<file path="config.mk">
export PLATFORM = sky130hd
export DESIGN_NAME = i2cs_reg_arbiter
export DESIGN_NICKNAME = d
export VERILOG_FILES = /design/src/rtl/i2cs_reg_arbiter.sv
export SDC_FILE = /design/constraint.sdc
export NUM_CORES = 1
export LEC_CHECK = 0
export CELL_PAD_IN_SITES_DETAIL_PLACEMENT = 1
export CELL_PAD_IN_SITES_GLOBAL_PLACEMENT = 1
export CORE_MARGIN = 2
export CORE_UTILIZATION = 37
export DETAILED_ROUTE_END_ITERATION = 7
export PLACE_DENSITY_LB_ADDON = 0.1
export REMOVE_ABC_BUFFERS = 1
export SLEW_MARGIN = 20
export SYNTH_ARGS = -nofsm -noshare
export SYNTH_HDL_FRONTEND = slang
export SYNTH_SLANG_ARGS = --single-unit
export TNS_END_PERCENT = 10
</file>
<file path="constraint.sdc">
create_clock -name clk_i -period 4.7 [get_ports clk_i]
set_clock_uncertainty 0.15 [all_clocks]
set_input_delay 0.94 -clock clk_i [delete_from_list [all_inputs] [get_ports clk_i]]
set_output_delay 0.94 -clock clk_i [all_outputs]
set_load 0.01 [all_outputs]
</file>
<file path="src/rtl/i2cs_reg_arbiter.sv">
// Register-file port arbiter between the I2C peripheral interface and the APB host.
// Optional macro I2CS_ARB_AUTOINC_EN: read-byte-complete advances the I2C read pointer.
module i2cs_reg_arbiter (
  input  logic       clk_i,
  input  logic       rst_ni,
  input  logic [7:0] i2c_reg_addr_i,
  input  logic [7:0] i2c_reg_wdata_i,
  input  logic       i2c_reg_wrenable_i,
  input  logic       i2c_reg_rd_byte_complete_i,
  output logic [7:0] i2c_reg_rddata_o,
  output logic       i2c_wr_overflow_o,
  input  logic       apb_req_i,
  input  logic       apb_we_i,
  input  logic [7:0] apb_addr_i,
  input  logic [7:0] apb_wdata_i,
  output logic       apb_gnt_o,
  output logic       apb_rvalid_o,
  output logic [7:0] apb_rdata_o,
  output logic       rf_req_o,
  output logic       rf_we_o,
  output logic [7:0] rf_addr_o,
  output logic [7:0] rf_wdata_o,
  input  logic [7:0] rf_rdata_i
);

  typedef enum logic [0:0] {
    ARB_IDLE    = 1'b0,
    ARB_RD_WAIT = 1'b1
  } arb_state_e;

  arb_state_e state_r;
  arb_state_e state_nxt_s;

  logic       wr_pend_r;
  logic [7:0] wr_addr_r;
  logic [7:0] wr_data_r;
  logic       overflow_r;
  logic [7:0] addr_q_r;
  logic [7:0] rd_ptr_r;
  logic       pf_pend_r;
  logic       last_i2c_r;
  logic       rd_apb_r;
  logic [7:0] rddata_r;
  logic [7:0] apb_rdata_r;
  logic       apb_rvalid_r;

  logic       i2c_class_s;
  logic       srv_wr_s;
  logic       srv_pf_s;
  logic       rf_req_s;
  logic       rf_we_s;
  logic [7:0] rf_addr_s;
  logic [7:0] rf_wdata_s;
  logic       gnt_s;
  logic       addr_chg_s;
  logic       wr_hit_s;

  assign i2c_class_s = wr_pend_r | pf_pend_r;
  assign addr_chg_s  = (i2c_reg_addr_i != addr_q_r);
  // An issued write to the prefetched address makes the buffered read byte stale.
  assign wr_hit_s    = rf_req_s & rf_we_s & (rf_addr_s == rd_ptr_r);

  // Arbitration and next-state decode; access is issued combinationally from IDLE.
  always_comb begin
    state_nxt_s = state_r;
    srv_wr_s    = 1'b0;
    srv_pf_s    = 1'b0;
    rf_req_s    = 1'b0;
    rf_we_s     = 1'b0;
    rf_addr_s   = 8'h00;
    rf_wdata_s  = 8'h00;
    gnt_s       = 1'b0;
    case (state_r)
      ARB_IDLE: begin
        if (i2c_class_s && (!apb_req_i || !last_i2c_r)) begin
          rf_req_s = 1'b1;
          if (wr_pend_r) begin
            rf_we_s    = 1'b1;
            rf_addr_s  = wr_addr_r;
            rf_wdata_s = wr_data_r;
            srv_wr_s   = 1'b1;
          end else begin
            rf_addr_s   = rd_ptr_r;
            srv_pf_s    = 1'b1;
            state_nxt_s = ARB_RD_WAIT;
          end
        end else if (apb_req_i) begin
          rf_req_s   = 1'b1;
          rf_we_s    = apb_we_i;
          rf_addr_s  = apb_addr_i;
          rf_wdata_s = apb_we_i ? apb_wdata_i : 8'h00;
          gnt_s      = 1'b1;
          if (!apb_we_i) begin
            state_nxt_s = ARB_RD_WAIT;
          end else begin
            state_nxt_s = ARB_IDLE;
          end
        end else begin
          state_nxt_s = ARB_IDLE;
        end
      end
      ARB_RD_WAIT: begin
        state_nxt_s = ARB_IDLE;
      end
      default: begin
        state_nxt_s = ARB_IDLE;
      end
    endcase
  end

  assign rf_req_o   = rst_ni & rf_req_s;
  assign rf_we_o    = rst_ni & rf_req_s & rf_we_s;
  assign apb_gnt_o  = rst_ni & gnt_s;
  assign rf_addr_o  = rf_req_o ? rf_addr_s  : 8'h00;
  assign rf_wdata_o = rf_req_o ? rf_wdata_s : 8'h00;

  // FSM state and round-robin history.
  always_ff @(posedge clk_i) begin
    if (!rst_ni) begin
      state_r    <= ARB_IDLE;
      last_i2c_r <= 1'b0;
      rd_apb_r   <= 1'b0;
    end else begin
      state_r <= state_nxt_s;
      if (srv_wr_s || srv_pf_s) begin
        last_i2c_r <= 1'b1;
      end else if (gnt_s) begin
        last_i2c_r <= 1'b0;
      end else begin
        last_i2c_r <= last_i2c_r;
      end
      if (srv_pf_s) begin
        rd_apb_r <= 1'b0;
      end else if (gnt_s && !apb_we_i) begin
        rd_apb_r <= 1'b1;
      end else begin
        rd_apb_r <= rd_apb_r;
      end
    end
  end

  // Single-entry I2C write buffer; a write arriving while it is full is lost.
  always_ff @(posedge clk_i) begin
    if (!rst_ni) begin
      wr_pend_r  <= 1'b0;
      wr_addr_r  <= 8'h00;
      wr_data_r  <= 8'h00;
      overflow_r <= 1'b0;
    end else begin
      if (i2c_reg_wrenable_i && wr_pend_r) begin
        overflow_r <= 1'b1;
      end else begin
        overflow_r <= overflow_r;
      end
      if (i2c_reg_wrenable_i && !wr_pend_r) begin
        wr_pend_r <= 1'b1;
        wr_addr_r <= i2c_reg_addr_i;
        wr_data_r <= i2c_reg_wdata_i;
      end else if (srv_wr_s) begin
        wr_pend_r <= 1'b0;
      end else begin
        wr_pend_r <= wr_pend_r;
      end
    end
  end

  // Read pointer tracking and prefetch request.
  always_ff @(posedge clk_i) begin
    if (!rst_ni) begin
      addr_q_r  <= 8'h00;
      rd_ptr_r  <= 8'h00;
      pf_pend_r <= 1'b0;
    end else begin
      addr_q_r <= i2c_reg_addr_i;
      if (addr_chg_s) begin
        rd_ptr_r <= i2c_reg_addr_i;
      end else if (i2c_reg_rd_byte_complete_i) begin
`ifdef I2CS_ARB_AUTOINC_EN
        rd_ptr_r <= rd_ptr_r + 8'd1;
`else
        rd_ptr_r <= rd_ptr_r;
`endif
      end else begin
        rd_ptr_r <= rd_ptr_r;
      end
      // New triggers take priority over retiring the prefetch issued this cycle.
      if (addr_chg_s || i2c_reg_rd_byte_complete_i || wr_hit_s) begin
        pf_pend_r <= 1'b1;
      end else if (srv_pf_s) begin
        pf_pend_r <= 1'b0;
      end else begin
        pf_pend_r <= pf_pend_r;
      end
    end
  end

  // Read data capture while the single outstanding read completes.
  always_ff @(posedge clk_i) begin
    if (!rst_ni) begin
      rddata_r     <= 8'h00;
      apb_rdata_r  <= 8'h00;
      apb_rvalid_r <= 1'b0;
    end else begin
      apb_rvalid_r <= 1'b0;
      if (state_r == ARB_RD_WAIT) begin
        if (rd_apb_r) begin
          apb_rdata_r  <= rf_rdata_i;
          apb_rvalid_r <= 1'b1;
        end else begin
          rddata_r <= rf_rdata_i;
        end
      end else begin
        rddata_r    <= rddata_r;
        apb_rdata_r <= apb_rdata_r;
      end
    end
  end

  assign i2c_reg_rddata_o  = rddata_r;
  assign i2c_wr_overflow_o = overflow_r;
  assign apb_rdata_o       = apb_rdata_r;
  assign apb_rvalid_o      = apb_rvalid_r;

endmodule

</file>
==> impl_metrics.py <==
metrics = {
    "run_status": {
        "status": "finished, final reports clean",
    },
    "global_routing": {
        "grtUsageMet3": 0.0317,
        "grt-busiest-layer": "met2",
        "grt_antenna_before_repair": 0,
        "grt_overflow": 0,
        "grt_pass1_vias": 2576,
        "use_met2": 0.330,
        "grt_first_pass_wirelength_um": 12700,
        "grt_max_degree": 51,
        "grt_usage": 0.190,
        "gr-usage-met1": 0.245,
    },
    "logic_synthesis": {
        "synth_seq_area_share": 0.395,
        "ys_async_sr_fraction": 0,
        "ys_warn_count": 0,
        "ys_seq_elements": 55,
        "synth_edf_count": 0,
        "synthCells": 331,
        "synthesis.area_um2": 2790,
        "ys_types": 49,
        "synth.avg_cell_area_um2": 8.42,
        "ys.flop_type": "dfxtp_1",
    },
    "drt": {
        "viasPerCell": 5.07,
        "dr.first_iter.drc_count": 97,
        "vias": 2547,
        "route.final.wire_length_um": 7860,
        "drc_errors": 0,
        "wire_per_inst_um": 15.7,
        "antenna_left": 0,
        "dr.pass1.iters": 4,
    },
    "floorplanning": {
        "die_y_um": 90.8,
        "die_w_um": 90.8,
        "initial_core_util": 0.382,
        "pin_count": 83,
        "core.rowCount": 31,
        "die_area_um2": 8240,
        "coreArea_um2": 7290,
    },
    "critical_path": {
        "arrival_ns": 3.12,
        "worstRegToRegCells": 5,
        "path_max_fanout": 9,
        "cp-end-kind": "output port",
        "crit_path_start_kind": "input port",
        "path_class": "in2out",
        "critPathRequiredTime_ns": 3.61,
    },
    "flow_run": {
        "maxCapViolations": 0,
    },
    "power": {
        "p_total_mw": 1.03,
        "p_leak_nw": 1.38,
        "p_per_area_nw_per_um2": 274,
        "vdd_drop_max_v": 0.000107,
    },
    "timing": {
        "worstMarginPinSlew_ns": 1.07,
        "slew-limit-headroom": 0.283,
        "setup_tns_ns": 0,
        "fin_crit_ns": 4.21,
        "period_share": 0.897,
        "clock.fmax_mhz": 237,
        "hold_violations": 0,
        "rsz0062_at_grt": "false",
        "setup_violations": 0,
        "finalMaxSlewViolations": 0,
    },
    "cts": {
        "cts_buffers": 5,
        "cts_resized": 0,
        "cts_max_path_buffers": 2,
        "cts_tree": "done",
        "clk_latency_ns": 0.31,
        "cts_post_setup_buffers_inserted": 0,
        "htreeDepth": 2,
        "numClockSinks": 55,
        "cts_root_buf": "clkbuf_8",
        "path_clk_slew_ns": 0.10,
        "holdBufCountCts": 0,
    },
    "layout": {
        "fin_util": 0.514,
        "fin_nets": 449,
        "final_cell_mix": "82 x clkdlybuf4s50_1, 55 x dfxtp_1, 48 x nand2_1, 22 x nor2_1, 22 x a21boi_0",
        "diodes": 0,
        "final_layout_size_suffix_gt1_frac": 0.0521,
        "final_common_cell": "clkdlybuf4s50_1",
        "syn2layout_area_growth_pct": 34.6,
    },
    "min_path": {
        "hold_class": "reg2reg",
        "worstHoldPathCells": 2,
    },
    "placed_design": {
        "post-dp-hpwl_um": 5690,
        "port_buffers": 82,
        "gp_congestion": 0.841,
    },
}
==> cell type report <==
cell class                 instances  area, um2
clock buffer                       6       82.6
clock inverter                     1       5.00
fill                             897       3540
inverter                          11       41.3
multi-input combinational        245       1550
sequential                        55       1100
tap                               99        124
timing repair buffer              85        843
==> routing by layer <==
layer | vias to the layer above | part of all wire
li1 | 1285 | -
met1 | 1190 | 0.45
met2 | 67 | 0.50
met3 | 5 | 0.045
met4 | 0 | 0.0083
met5 | - | 0
==> power breakdown <==
| part | internal, mW | switching, mW | leakage (nW) |
|---|---|---|---|
| sequential | 0.492 | 0.0333 | 0.452 |
| combinational | 0.126 | 0.112 | 0.878 |
| clock | 0.116 | 0.148 | 0.0470 |
| total | 0.734 | 0.293 | 1.38 |
==> path summary, 6_finish.rpt <==
check	endpoint	from	slack [ns]
worst min register to register	apb_rdata_o[0]	apb_rdata_o[0]	0.32
worst max-delay path	rf_addr_o[2]	apb_req_i	0.49
worst max register to register	pf_pend_r	wr_pend_r	2.26
worst min-delay path	apb_rdata_o[0]	apb_rdata_o[0]	0.32
==> through the flow <==
step	instances	setup slack, ns	hold WS, ns	cell area (um2)
6_report	502	0.486	0.315	3750
3_3_place_gp	495	0.515	0.295	3660
5_1_grt	502	0.344	0.336	3750
2_1_floorplan	311	1.63	0.285	2700
4_1_cts	502	0.458	0.317	3750
3_5_place_dp	495	0.464	0.304	3660
==> kinds of logic after synthesis <==
| logic type | Yosys count | synth area share |
|---|---|---|
| AO/OA/AOI/OAI | 72 | 0.185 |
| XOR/XNOR | 8 | 0.0251 |
| AND/OR/NAND/NOR | 139 | 0.251 |
| multiplexers | 26 | 0.0956 |
| buffers and inverters | 31 | 0.0476 |
| flip-flops | 55 | 0.395 |
==> sequential cells by signal, summed over array words and instances (netlist names) <==
| name | count |
|---|---|
| addr_q_r | 8 |
| i2c_wr_overflow_o | 1 |
| apb_rdata_o | 8 |
| state_r | 1 |
| rd_ptr_r | 8 |
| last_i2c_r | 1 |
| rd_apb_r | 1 |
| i2c_reg_rddata_o | 8 |
| pf_pend_r | 1 |
| wr_pend_r | 1 |
| apb_rvalid_o | 1 |
| wr_addr_r | 8 |
| wr_data_r | 8 |
==> critical path, cell delays in order <==
cell	delay [ns]
clkdlybuf4s50_1	0.55
a21o_1	0.33
nor2_1	0.42
nand2_1	0.10
a21oi_1	0.21
clkdlybuf4s50_1	0.57
==> synthesized netlist by cell type, types with 2 or more instances <==
| library cell | n | area [um2] |
|---|---|---|
| dfxtp_1 | 55 | 1100 |
| nand2_1 | 48 | 180 |
| a21boi_0 | 22 | 165 |
| nor2_1 | 22 | 82.6 |
| mux2i_1 | 21 | 210 |
| nor2b_1 | 19 | 119 |
| clkbuf_1 | 12 | 45.0 |
| nand3_1 | 12 | 60.1 |
| a21oi_1 | 11 | 55.1 |
| inv_1 | 11 | 41.3 |
| a22oi_1 | 10 | 75.1 |
| and2_1 | 9 | 56.3 |
| nand2b_1 | 9 | 56.3 |
| xnor2_1 | 8 | 70.1 |
| buf_2 | 6 | 30.0 |
| mux2_2 | 5 | 56.3 |
| o21ai_0 | 5 | 25.0 |
| nor3_1 | 4 | 20.0 |
| and3_1 | 3 | 18.8 |
| o21a_1 | 3 | 22.5 |
| a21o_1 | 2 | 15.0 |
| a31oi_1 | 2 | 12.5 |
| nand4_1 | 2 | 12.5 |
| nor3b_1 | 2 | 15.0 |
| nor4_1 | 2 | 12.5 |
| o2111ai_1 | 2 | 17.5 |
| o32a_1 | 2 | 20.0 |
Power figures use the tool's default switching activity.
